`src/rtl/hazard_sequencer_if.sv`:
```
// Pipeline hazard control bundle between the core datapath (master) and the hazard sequencer (slave).
// With PERF_COUNTERS_EN defined the bundle also carries the stall/flush performance counters.
interface hazard_sequencer_if
`ifdef PERF_COUNTERS_EN
   #(parameter int CNT_W = 16)
`endif
   ;

   logic       mem_read_dx;
   logic [4:0] rt_address_dx;
   logic [4:0] rs_address_fd;
   logic [4:0] rt_address_fd;
   logic       uses_rt_fd;
   logic       jump_fd;
   logic       pc_src;
   logic       dmem_busy;
   logic       halt_req;

   logic       pc_en;
   logic       fd_en;
   logic       fd_flush;
   logic       dx_flush;
   logic       xm_flush;
   logic       stall_all;
   logic       halted;
   logic [2:0] state;

`ifdef PERF_COUNTERS_EN
   logic [CNT_W-1:0] stall_count;
   logic [CNT_W-1:0] flush_count;
`endif

   modport master (
      output mem_read_dx, rt_address_dx, rs_address_fd, rt_address_fd, uses_rt_fd,
             jump_fd, pc_src, dmem_busy, halt_req,
      input  pc_en, fd_en, fd_flush, dx_flush, xm_flush, stall_all, halted, state
`ifdef PERF_COUNTERS_EN
      , input stall_count, flush_count
`endif
   );

   modport slave (
      input  mem_read_dx, rt_address_dx, rs_address_fd, rt_address_fd, uses_rt_fd,
             jump_fd, pc_src, dmem_busy, halt_req,
      output pc_en, fd_en, fd_flush, dx_flush, xm_flush, stall_all, halted, state
`ifdef PERF_COUNTERS_EN
      , output stall_count, flush_count
`endif
   );

endinterface

```
`src/rtl/hazard_sequencer.sv`:
```
// Pipeline control sequencer for the 5-stage core: load-use stalls, branch/jump flushes, memory wait, debug drain/halt.
// Optional macro PERF_COUNTERS_EN adds saturating stall/flush counters to the interface.
module hazard_sequencer #(
   parameter int DRAIN_CYCLES = 4,
   parameter int CNT_W        = 16
) (
   input  logic                clk,
   input  logic                rst_n,
   hazard_sequencer_if.slave   hz
);

   localparam logic [2:0] ST_RUN      = 3'd0;
   localparam logic [2:0] ST_LU_STALL = 3'd1;
   localparam logic [2:0] ST_WAIT_MEM = 3'd2;
   localparam logic [2:0] ST_DRAIN    = 3'd3;
   localparam logic [2:0] ST_HALTED   = 3'd4;

   localparam logic [3:0] DRAIN_RELOAD = 4'(DRAIN_CYCLES - 1);

   typedef struct packed {
      logic pc_en;
      logic fd_en;
      logic fd_flush;
      logic dx_flush;
      logic xm_flush;
      logic stall_all;
      logic halted;
   } ctl_t;

   localparam ctl_t CTL_GO     = 7'b110_0000;
   localparam ctl_t CTL_FREEZE = 7'b000_0010;
   localparam ctl_t CTL_OFF    = 7'b000_0000;

   // Out-of-range parameters land in this scope so an external checker can flag them.
   if (DRAIN_CYCLES < 1 || DRAIN_CYCLES > 15 || CNT_W < 1) begin : g_illegal_params
   end

   logic [2:0] state_q, state_d;
   logic [3:0] cnt_q, cnt_d;
   logic       lu_s;
   ctl_t       run_ctl_s;
   logic [2:0] run_state_s;
   logic [3:0] run_cnt_s;
   ctl_t       ctl_s;

   assign lu_s = hz.mem_read_dx & (hz.rt_address_dx != 5'd0) &
                 ((hz.rt_address_dx == hz.rs_address_fd) |
                  (hz.uses_rt_fd & (hz.rt_address_dx == hz.rt_address_fd)));

   // Free-running pipeline decision, prioritised branch > memory > load-use > jump > halt.
   always_comb begin
      run_ctl_s   = CTL_GO;
      run_state_s = ST_RUN;
      run_cnt_s   = cnt_q;
      if (hz.pc_src) begin
         run_ctl_s.fd_flush = 1'b1;
         run_ctl_s.dx_flush = 1'b1;
         run_ctl_s.xm_flush = 1'b1;
      end else if (hz.dmem_busy) begin
         run_ctl_s   = CTL_FREEZE;
         run_state_s = ST_WAIT_MEM;
      end else if (lu_s) begin
         run_ctl_s.pc_en    = 1'b0;
         run_ctl_s.fd_en    = 1'b0;
         run_ctl_s.dx_flush = 1'b1;
         run_state_s        = ST_LU_STALL;
      end else if (hz.jump_fd) begin
         run_ctl_s.fd_flush = 1'b1;
      end else if (hz.halt_req) begin
         run_ctl_s.pc_en    = 1'b0;
         run_ctl_s.fd_flush = 1'b1;
         run_state_s        = ST_DRAIN;
         run_cnt_s          = DRAIN_RELOAD;
      end else begin
         run_state_s = ST_RUN;
      end
   end

   // Per-state output and next-state selection.
   always_comb begin
      ctl_s   = run_ctl_s;
      state_d = run_state_s;
      cnt_d   = run_cnt_s;
      case (state_q)
         ST_RUN, ST_LU_STALL: begin
            ctl_s   = run_ctl_s;
            state_d = run_state_s;
         end
         ST_WAIT_MEM: begin
            if (hz.dmem_busy) begin
               ctl_s   = CTL_FREEZE;
               state_d = ST_WAIT_MEM;
               cnt_d   = cnt_q;
            end else begin
               ctl_s   = run_ctl_s;
               state_d = run_state_s;
            end
         end
         ST_DRAIN: begin
            if (hz.dmem_busy) begin
               ctl_s   = CTL_FREEZE;
               state_d = ST_DRAIN;
               cnt_d   = cnt_q;
            end else begin
               ctl_s          = CTL_GO;
               ctl_s.pc_en    = hz.pc_src;
               ctl_s.fd_flush = 1'b1;
               ctl_s.dx_flush = hz.pc_src;
               ctl_s.xm_flush = hz.pc_src;
               if (!hz.halt_req) begin
                  state_d = ST_RUN;
                  cnt_d   = cnt_q;
               end else if (hz.pc_src) begin
                  state_d = ST_DRAIN;
                  cnt_d   = DRAIN_RELOAD;
               end else if (cnt_q == 4'd0) begin
                  state_d = ST_HALTED;
                  cnt_d   = cnt_q;
               end else begin
                  state_d = ST_DRAIN;
                  cnt_d   = cnt_q - 4'd1;
               end
            end
         end
         ST_HALTED: begin
            ctl_s        = CTL_FREEZE;
            ctl_s.halted = 1'b1;
            cnt_d        = cnt_q;
            if (hz.halt_req) begin
               state_d = ST_HALTED;
            end else begin
               state_d = ST_RUN;
            end
         end
         default: begin
            ctl_s   = CTL_OFF;
            state_d = ST_RUN;
            cnt_d   = 4'd0;
         end
      endcase
   end

   // FSM state and drain counter.
   always_ff @(posedge clk or negedge rst_n) begin
      if (!rst_n) begin
         state_q <= ST_RUN;
         cnt_q   <= 4'd0;
      end else begin
         state_q <= state_d;
         cnt_q   <= cnt_d;
      end
   end

   // Reset forces every control low straight away, independent of the clock.
   assign {hz.pc_en, hz.fd_en, hz.fd_flush, hz.dx_flush, hz.xm_flush, hz.stall_all, hz.halted} =
          rst_n ? ctl_s : CTL_OFF;
   assign hz.state = state_q;

`ifdef PERF_COUNTERS_EN
   logic             run_active_s;
   logic             stall_evt_s;
   logic             flush_evt_s;
   logic [CNT_W-1:0] stall_cnt_q;
   logic [CNT_W-1:0] flush_cnt_q;

   assign run_active_s = (state_q == ST_RUN) | (state_q == ST_LU_STALL) |
                         ((state_q == ST_WAIT_MEM) & ~hz.dmem_busy);
   assign stall_evt_s  = (state_q == ST_WAIT_MEM) |
                         (run_active_s & ~hz.pc_src & ~hz.dmem_busy & lu_s);
   assign flush_evt_s  = (run_active_s & (hz.pc_src | (~hz.dmem_busy & ~lu_s & hz.jump_fd))) |
                         ((state_q == ST_DRAIN) & ~hz.dmem_busy & hz.pc_src);

   // Saturating performance counters.
   always_ff @(posedge clk or negedge rst_n) begin
      if (!rst_n) begin
         stall_cnt_q <= {CNT_W{1'b0}};
         flush_cnt_q <= {CNT_W{1'b0}};
      end else begin
         if (stall_evt_s && (stall_cnt_q != {CNT_W{1'b1}})) begin
            stall_cnt_q <= stall_cnt_q + CNT_W'(1);
         end else begin
            stall_cnt_q <= stall_cnt_q;
         end
         if (flush_evt_s && (flush_cnt_q != {CNT_W{1'b1}})) begin
            flush_cnt_q <= flush_cnt_q + CNT_W'(1);
         end else begin
            flush_cnt_q <= flush_cnt_q;
         end
      end
   end

   assign hz.stall_count = stall_cnt_q;
   assign hz.flush_count = flush_cnt_q;
`endif

endmodule

```
`src/flat_wrapper.sv`:
```
// flat-port wrapper written by rule: the top's interface ports become plain ports
module hazard_sequencer_flat 
#(
   parameter int DRAIN_CYCLES = 4,
   parameter int CNT_W        = 16
)
  (clk, rst_n, hz_mem_read_dx, hz_rt_address_dx, hz_rs_address_fd, hz_rt_address_fd, hz_uses_rt_fd, hz_jump_fd, hz_pc_src, hz_dmem_busy, hz_halt_req, hz_pc_en, hz_fd_en, hz_fd_flush, hz_dx_flush, hz_xm_flush, hz_stall_all, hz_halted, hz_state);
  hazard_sequencer_if hz_i ();
  input  logic clk;
  input  logic rst_n;
  input wire logic [$bits(hz_i.mem_read_dx)-1:0] hz_mem_read_dx;
  input wire logic [$bits(hz_i.rt_address_dx)-1:0] hz_rt_address_dx;
  input wire logic [$bits(hz_i.rs_address_fd)-1:0] hz_rs_address_fd;
  input wire logic [$bits(hz_i.rt_address_fd)-1:0] hz_rt_address_fd;
  input wire logic [$bits(hz_i.uses_rt_fd)-1:0] hz_uses_rt_fd;
  input wire logic [$bits(hz_i.jump_fd)-1:0] hz_jump_fd;
  input wire logic [$bits(hz_i.pc_src)-1:0] hz_pc_src;
  input wire logic [$bits(hz_i.dmem_busy)-1:0] hz_dmem_busy;
  input wire logic [$bits(hz_i.halt_req)-1:0] hz_halt_req;
  output wire logic [$bits(hz_i.pc_en)-1:0] hz_pc_en;
  output wire logic [$bits(hz_i.fd_en)-1:0] hz_fd_en;
  output wire logic [$bits(hz_i.fd_flush)-1:0] hz_fd_flush;
  output wire logic [$bits(hz_i.dx_flush)-1:0] hz_dx_flush;
  output wire logic [$bits(hz_i.xm_flush)-1:0] hz_xm_flush;
  output wire logic [$bits(hz_i.stall_all)-1:0] hz_stall_all;
  output wire logic [$bits(hz_i.halted)-1:0] hz_halted;
  output wire logic [$bits(hz_i.state)-1:0] hz_state;
  assign hz_i.mem_read_dx = hz_mem_read_dx;
  assign hz_i.rt_address_dx = hz_rt_address_dx;
  assign hz_i.rs_address_fd = hz_rs_address_fd;
  assign hz_i.rt_address_fd = hz_rt_address_fd;
  assign hz_i.uses_rt_fd = hz_uses_rt_fd;
  assign hz_i.jump_fd = hz_jump_fd;
  assign hz_i.pc_src = hz_pc_src;
  assign hz_i.dmem_busy = hz_dmem_busy;
  assign hz_i.halt_req = hz_halt_req;
  assign hz_pc_en = hz_i.pc_en;
  assign hz_fd_en = hz_i.fd_en;
  assign hz_fd_flush = hz_i.fd_flush;
  assign hz_dx_flush = hz_i.dx_flush;
  assign hz_xm_flush = hz_i.xm_flush;
  assign hz_stall_all = hz_i.stall_all;
  assign hz_halted = hz_i.halted;
  assign hz_state = hz_i.state;
  hazard_sequencer #(.DRAIN_CYCLES(DRAIN_CYCLES), .CNT_W(CNT_W)) u_core (.clk(clk), .rst_n(rst_n), .hz(hz_i));
endmodule
```
`config.mk`:
```
export PLATFORM = sky130hd
export DESIGN_NAME = hazard_sequencer_flat
export DESIGN_NICKNAME = d
export VERILOG_FILES = /design/src/rtl/hazard_sequencer_if.sv /design/src/rtl/hazard_sequencer.sv /design/src/flat_wrapper.sv
export SDC_FILE = /design/constraint.sdc
export NUM_CORES = 1
export LEC_CHECK = 0
export BUFFER_PORTS_ARGS = -buffer_cell sky130_fd_sc_hd__clkbuf_2
export CAP_MARGIN = 20
export CORE_MARGIN = 2
export CORE_UTILIZATION = 41
export DETAILED_ROUTE_END_ITERATION = 7
export PLACE_DENSITY = 0.74
export RECOVER_POWER = 50
export SLEW_MARGIN = 30
export SYNTH_ARGS = -nofsm -noshare
export SYNTH_HDL_FRONTEND = slang
export SYNTH_SLANG_ARGS = --single-unit
```
`constraint.sdc`:
```
create_clock -name clk -period 2.2 [get_ports clk]
set_clock_uncertainty 0.05 [all_clocks]
set_input_delay 0.44 -clock clk [delete_from_list [all_inputs] [get_ports clk]]
set_output_delay 0.44 -clock clk [all_outputs]
set_load 0.02 [all_outputs]
```
==> results, run 1 <==
- Setup repair after global routing could not meet its margin everywhere.
- The via count of the first global-routing pass is 774.
- Global routing used 20.9% of the available tracks across all layers.
- Clock tree synthesis found a total of 7 sinks.
- The data arrival time at the worst-slack endpoint is 2.03 ns.
- Summed over all cells, the static leakage comes to 0.000592 uW.
- The beginning of the critical path is hz_rt_address_dx[0].
- Walking the worst path, the cells encountered are buf_6 > or4_4 > o21ai_4 > nor2_4 > or3_4 > o31ai_4 > clkbuf_8.
- The standard cell area after detailed placement is 1080 sq um.
- The worst reg2reg path startpoint is u_core.cnt_q[0]$_DFFE_PN0P_.
- The full die area is 2170 sq um.
- The floorplan die height is 46.6 microns.
- After routing the design area is 1220 sq um.
- The proportion of synthesized flip-flops having asynchronous set or reset is 100%.
- The final-report max-slew violation count was 0.
- The final critical-path required period is 2.52 ns.
- The overall power after layout is 475 uW.
- After detailed routing, no signal wire sits above met4.
- The largest individual stage delay along the critical path comes from the cell or4_4.
- The number of vias after detailed routing is 869.
- In this run, distinct cell masters in the synthesized netlist total 39.
- The initial antenna violation count is 0.
- The routed design uses 75 microns of met3 wire.
- Data on the critical path is required at its endpoint by 1.71 ns.
- After detailed routing, the number of vias per cell comes to 5.05.
- The antenna diode count is 0.
- Setup violations remaining at the end of the flow were counted as 7.
- The highest ir drop seen on vdd is 0.000275 V.
- The first global-routing pass estimated 3260 microns of wire.
- The flow ran to the end, but the final reports show violations.
- The type of the tightest min-delay check is input port to async pin.
- Synthesis produced a netlist with a net count of 116.
- In the synthesized netlist the dominant register cell turns out to be dfrtp_1.
- Setup slack on the critical path of the routed design comes to -0.319 ns.
- The iteration count of the initial detailed-routing pass is 4.
- The floorplan has 15 rows.
- The buffer cell driving the clock tree root is clkbuf_4.
- The fraction of synthesized cell area taken by the top area cell type is 23.6%.
- The count of H-tree levels built during CTS is 1.
- The library cell used most frequently in the layout, excluding fill and tap cells, is clkbuf_2.
- The critical path startpoint category is an input port.
- The post-detailed-routing wire length is 2020 microns.
- In this run the worst path has a maximum fanout of 3.
- STA classifies the critical path endpoint as a primary output.
- The half-perimeter wire length of the detailed placement result is 1630 microns.
- In this run the deepest clock path goes through 2 buffers.
- Max-cap violations in this run came to 0.
- Of the cells placed in the final design, the portion with a size suffix greater than 1 is 46.9%.
- The detailed router put a total of 842 microns of wire on met1.
- Buffers inserted during clock tree synthesis total 3.
- The largest total area in the synthesized netlist belongs to dfrtp_1.
- The final reports fail on negative setup slack.
- After clock tree synthesis, the clock-pin slew on the worst setup and hold paths is 0.05 ns.
- During synthesis, Yosys emitted a total of 0 warnings.
- For this run, design rule violations remaining after detail routing come to 0.
- For this run the aggregate overflow at the end of global routing stands at 0.
- The classification of the worst setup path is input port to primary output.
- In the final design database the tool counted 173 nets.
- The finished layout holds 172 standard cells, fillers aside.
- The slew of the pin with the lowest slew margin is 0.711 ns.
- Once detail routing completed, the nets flagged for antenna violations numbered 0.
- In this run the tightest slew margin relative to its limit is 52.1%.
- The core utilization of the finished layout is 71.4%.
- Clock latency on the worst-skew pair, taken at its later pin, is 0.24 ns.
- Synthesis handed over a netlist of 91 instances.
- The CTS tree is yes.
- Compared with the post-synthesis result, the final layout area differs by 64.0%.
- Leaving out fill and tap cells, the most frequent cells in the layout are clkbuf_2, buf_4, nor2_1, xor2_1, dfrtp_1.
- The highest clock rate is 0.397 GHz.
- 33 I/O pins were placed.
- Sorting the synthesized cells by area gives the leading types as dfrtp_1, xor2_1, a21oi_1, nor2_1, ha_1.
- Dividing total power by cell area gives a power density of 390 nW/um^2.
- In this run the cell area of the synthesized design comes to 743 sq um.
- Entering global routing, the biggest net connects 14 pins.
- The congestion estimate from routability-driven global placement came to 0.800.
- Of the synthesized area, sequential elements account for 23.6%.
- The post-route setup TNS is -1.33 ns.
- The largest stage delay on the critical path is 0.54 ns.
- The synthesized design contains 0 enable-type register cells.
- The die outline width is 46.6 microns.
- In this run, synthesis produced a sequential element count of 7.
- The mean area per synthesized cell is 8.17 sq um.
- The portion of the clock cycle consumed by the worst path in the final layout is 114%.
- After detailed routing, the met2 layer carries 1090 microns of wire.
- The DRC violation total after the first TritonRoute iteration is 9.
- The initial utilization of the core area, before any placement, comes to 43.5%.
- In this run, placement finished with an instance count of 161.
- The core region area is 1710 sq um.
- The routed wirelength normalized by instance count is 11.7 microns.
- The number of buffers inserted by port buffering is 32.
- The hold violation total from the final report was 0.
==> state kept, by name, summed over array words and instances (netlist names) <==
name,flops
u_core.hz.state,3
u_core.cnt_q,4
==> cell usage after synthesis, types with 2 or more instances <==
| master | n |
|---|---|
| and2_1 | 2 |
| o31ai_1 | 3 |
| or3_1 | 2 |
| xor2_1 | 9 |
| nand2_1 | 3 |
| o21a_1 | 3 |
| a211o_1 | 2 |
| nor2_1 | 12 |
| ha_1 | 2 |
| or4_1 | 2 |
| nor2b_1 | 2 |
| dfrtp_1 | 7 |
| inv_1 | 4 |
| o21ai_0 | 3 |
| nand2b_1 | 2 |
| a21oi_1 | 10 |
==> power breakdown <==
group | switching [uW] | total, uW | internal [uW]
sequential | 9.37 | 150 | 141
clock | 40.6 | 109 | 68.8
combinational | 111 | 215 | 105
==> area by class of cell <==
| class | count | area [sq um] |
|---|---|---|
| repair buffers | 54 | 357 |
| multi-input cells | 78 | 614 |
| clock buffers | 4 | 26.3 |
| well taps | 25 | 31.3 |
| fillers | 132 | 489 |
| inverters | 4 | 15.0 |
| flip-flops and latches | 7 | 175 |
==> critical path: cells and delay by family <==
family | cells | cell delay (ns)
AOI/OAI and AO/OA | 2 | 0.36
and+or+nand+nor | 3 | 0.96
buffers and inverters | 2 | 0.27
==> per-stage QoR <==
stage                     setup WS, ns  hold slack [ns]
after floorplan                 -0.190           0.0944
after global placement          -0.377            0.339
after detailed placement        -0.405            0.344
after CTS                       -0.309           0.0867
after global routing            -0.359            0.300
final                           -0.319            0.238
==> final timing paths <==
path                                                end  slack, ns  cells after the start
max reg2reg                 u_core.cnt_q[3]$_DFFE_PN0P_       0.13                      9
max in group asynchronous  u_core.hz.state[2]$_DFF_PN0_       1.54                      2
max                                            hz_pc_en      -0.32                      7
min                         u_core.cnt_q[3]$_DFFE_PN0P_       0.24                      2
min in group clk           u_core.hz.state[2]$_DFF_PN0_       0.42                      2
min reg2reg                 u_core.cnt_q[3]$_DFFE_PN0P_       0.48                      1
==> routing by layer <==
layer | vias up | global-route usage [%]
met3 | 2 | 1.18
met5 | - | 0
met4 | 0 | 5.14
met1 | 395 | 27.8
li1 | 447 | -
met2 | 25 | 36.7
==> kinds of logic (layout without fill, tap and decap cells) <==
kind of cell | Yosys count | after routing | synth area share [%]
compound gates | 31 | 31 | 30.1
fa+ha+maj | 2 | 2 | 3.37
flops | 7 | 7 | 23.6
simple gates | 34 | 34 | 25.4
mux | 1 | 1 | 1.52
buf+inv | 6 | 62 | 4.21
xor+xnor | 10 | 10 | 11.8
==> what timing repair did <==
action	in CTS	in global routing
pin swaps	6	4
resized for setup	7	11
hold buffers	0	0
setup buffers	3	4
endpoints found under the setup margin	4	7
(Power assumes the default switching activity.)
==> run 2, diff against run 1 <==
--- a/config.mk
+++ b/config.mk
@@ -9,9 +9,11 @@
 export CAP_MARGIN = 20
 export CORE_MARGIN = 2
 export CORE_UTILIZATION = 41
+export CTS_CLUSTER_DIAMETER = 40
 export DETAILED_ROUTE_END_ITERATION = 7
 export PLACE_DENSITY = 0.74
 export RECOVER_POWER = 50
+export SKIP_CTS_REPAIR_TIMING = 1
 export SLEW_MARGIN = 30
 export SYNTH_ARGS = -nofsm -noshare
 export SYNTH_HDL_FRONTEND = slang
==> results, run 2 (synthesis gave the netlist of run 1 again) <==
- The final-report max-slew violation count is 0 (unchanged).
- The final count of negative-setup-slack endpoints is 4 (was 7).
- Commonest cells after routing, fill and taps aside: clkbuf_2, buf_4, nor2_1, xor2_1, dfrtp_1 (unchanged).
- The buffers plus inverters on the worst setup path was 2 (unchanged).
- The standard cell area after detailed placement came to 1080 sq um (unchanged).
- The initial antenna violation count is 0 (unchanged).
- The standard cell with the maximum stage delay on the critical path is or4_4 (unchanged).
- The number of buffers inserted by port buffering came to 32 (unchanged).
- The net switching fraction of the power came to 34.0% (was 33.9%).
- The pin count of the biggest net entering global routing is 14 (unchanged).
- The full die area was 2170 sq um (unchanged).
- The total number of placement rows came to 15 (unchanged).
- The final weighted congestion in routability-driven placement is 0.800 (unchanged).
- The critical path startpoint category is an input port (unchanged).
- The initial standard-cell utilization of the core was 43.5% (unchanged).
- The most used routing layer in global routing is met2 (unchanged).
- The slew of the pin with the lowest slew margin is 0.724 ns (was 0.711 ns).
- The met2 usage is 34.7% (was 36.7%).
- The smallest setup slack after layout came to -0.350 ns (was -0.319 ns).
- The number of nets with antenna violations after routing came to 0 (unchanged).
- The first-pass GRT wire length is 3130 microns (was 3260 microns).
- The number of design rule violations left after detail routing is 0 (unchanged).
- The element type at the critical path end is a primary output (unchanged).
- The switching power of the nets was 158 uW (was 161 uW).
- The kind of cell with the highest combined delay on the critical path is simple AND/OR/NAND/NOR gates (unchanged).
- The core region area was 1710 sq um (unchanged).
- The number of nets in the final layout is 170 (was 173).
- The internal power was 306 uW (was 314 uW).
- Failing checks: negative setup slack (unchanged).
- The area growth from synthesis to layout is 59.4% (was 64.0%).
- The worst reg2reg path startpoint is u_core.cnt_q[0]$_DFFE_PN0P_ (unchanged).
- The endpoint of the worst register-to-register path is u_core.cnt_q[3]$_DFFE_PN0P_ (unchanged).
- The end point of the critical path is hz_fd_flush (was hz_pc_en).
- The CTS tree was yes (unchanged).
- The fraction of final layout cells with drive strength greater than 1 is 46.5% (was 46.9%).
- The count of H-tree levels built during CTS is 1 (unchanged).
- The clock insertion delay at the later pin of the skew report is 0.24 ns (about the same).
- The overall power after layout is 464 uW (was 475 uW).
- The routed wirelength normalized by instance count was 11.8 microns (was 11.7 microns).
- The classification of the worst setup path is input port to primary output (unchanged).
- Result of the run: complete, but fails checks (unchanged).
- The headroom to the max-slew limit is 51.2% (was 52.1%).
- The total overflow reported by the global router was 0 (unchanged).
- The final instance area is 1180 sq um (was 1220 sq um).
- The antenna diode count is 0 (unchanged).
- The standby leakage power is 0.000578 uW (was 0.000592 uW).
- The via count of the first global-routing pass came to 735 (was 774).
- The power density normalized to cell area came to 392 nW/um^2 (was 390 nW/um^2).
- The setup slack of the worst register-to-register path was 0.16 ns (was 0.13 ns).
- The post-detailed-routing wire length is 2000 microns (was 2020 microns).
- The floorplan die height came to 46.6 microns (unchanged).
- The number of max-cap violations is 0 (unchanged).
- The highest clock rate is 0.392 GHz (was 0.397 GHz).
- The number of vias after detailed routing is 868 (was 869).
- The highest ir drop seen on vdd is 0.000275 V (about the same).
- The global-route met3 utilization is 1.18% (unchanged).
- The die outline width is 46.6 microns (unchanged).
- The worst-case clock buffer depth is 2 (unchanged).
- The register with the most flip-flops is u_core.cnt_q (unchanged).
- The final critical-path required period is 2.55 ns (was 2.52 ns).
- The number of logic stages on the critical path including buffering came to 7 (unchanged).
- The number of top-level pins is 33 (unchanged).
- The share of power burned in the clock network is 23.6% (was 23.0%).
- The commonest non-fill, non-tap cell in the layout is clkbuf_2 (unchanged).
- The library cell appearing most often on the critical path is or4_4.
- The core utilization of the finished layout is 69.4% (was 71.4%).
- The type of the tightest min-delay check is input port to async pin (unchanged).
- The tightest hold margin is 0.198 ns (was 0.238 ns).
- The part of the total power dissipated in combinational logic was 44.0% (was 45.4%).
- The post-route setup TNS came to -0.956 ns (was -1.33 ns).
- The largest fanout of any net on the critical path is 3 (unchanged).
- The data arrival time at the worst-slack endpoint is 2.06 ns (was 2.03 ns).
- The met1 track demand over resource in global routing is 26.8% (was 27.8%).
- The half-perimeter wire length of the detailed placement result came to 1630 microns (unchanged).
- The buffer cell driving the clock tree root is clkbuf_4 (unchanged).
- Setup repair after global routing missed its margin: yes (unchanged).
- The count of cells along the worst register-to-register path is 8 (was 9).
- The routed via count divided by cell count is 5.14 (was 5.05).
- The iteration count of the initial detailed-routing pass is 4 (unchanged).
- Cells traversed along the worst timing path: clkbuf_2 > or4_4 > o21ai_4 > nor2_2 > or4_4 > a21oi_4 > buf_6 (was buf_6 > or4_4 > o21ai_4 > nor2_4 > or3_4 > o31ai_4 > clkbuf_8).
- The largest stage delay on the critical path is 0.55 ns (was 0.54 ns).
- The DRC violation total after the first TritonRoute iteration is 14 (was 9).
- The beginning of the critical path was hz_rt_address_dx[2] (was hz_rt_address_dx[0]).
- The total track usage is 20.0% (was 20.9%).
- The hold violation total from the final report was 0 (unchanged).
- The clock-pin transition on the worst setup and hold timing paths is 0.05 ns (about the same).
- The number of flip-flops in the largest register is 4 (unchanged).
- The number of buffers inserted during clock tree synthesis was 3 (unchanged).
- The part of the total power dissipated in sequential elements is 32.4% (was 31.6%).
- The portion of the clock cycle consumed by the worst path in the final layout is 116% (was 114%).
- The required time at the worst-slack endpoint is 1.71 ns (about the same).
- The number of clock sinks was 7 (unchanged).
[run 2: cell count changes in the layout (fill, tap and decap cells not counted), sizes merged]
cell	before	now
buf	25	23
clkbuf	33	32
[run 2: power by group through the flow]
stage               clock [uW]  sequential (uW)  combinational (uW)
floorplan                    0              158                99.7
global placement             0              151                 181
detailed placement           0              152                 187
CTS                        114              150                 187
global route               117              152                 225
finish                     109              150                 204
[run 2: cell type report]
cell class	count	area, sq um
clock buffers	4	26.3
well taps	25	31.3
multi-input cells	78	608
flip-flops and latches	7	175
repair buffers	51	329
inverters	4	15.0
fillers	137	523
[run 2: per-layer routing]
| layer | share of wire (%) | vias up |
|---|---|---|
| li1 | - | 442 |
| met1 | 42 | 398 |
| met2 | 53 | 26 |
| met3 | 4.1 | 2 |
| met4 | 0.80 | 0 |
| met5 | 0 | - |
[run 2: worst min-delay path by stage]
| stage | start | end | slack, ns | cells past startpoint |
|---|---|---|---|---|
| finish | rst_n | u_core.cnt_q[3]$_DFFE_PN0P_ | 0.20 | 2 |
| global route | rst_n | u_core.cnt_q[1]$_DFFE_PN0P_ | 0.24 | 2 |
| global placement | rst_n | u_core.cnt_q[3]$_DFFE_PN0P_ | 0.34 | 2 |
| detailed placement | rst_n | u_core.cnt_q[3]$_DFFE_PN0P_ | 0.34 | 2 |
| floorplan | rst_n | u_core.cnt_q[0]$_DFFE_PN0P_ | 0.09 | 0 |
| CTS | rst_n | u_core.cnt_q[3]$_DFFE_PN0P_ | 0.09 | 2 |
[run 2: per-stage QoR]
stage | setup slack, ns | std cells
after floorplan | -0.190 | 91
after global placement | -0.377 | 161
after detailed placement | -0.405 | 161
after CTS | -0.402 | 165
after global routing | -0.383 | 169
final | -0.350 | 169
[run 2: worst register-to-register path, cell delays in order, from the launching register on]
cell	delay (ns)
dfrtp_1	0.40
inv_1	0.11
ha_1	0.16
nand2b_1	0.08
o31ai_1	0.29
a21oi_1	0.12
o21bai_1	0.32
a2111oi_0	0.14
a211o_1	0.27
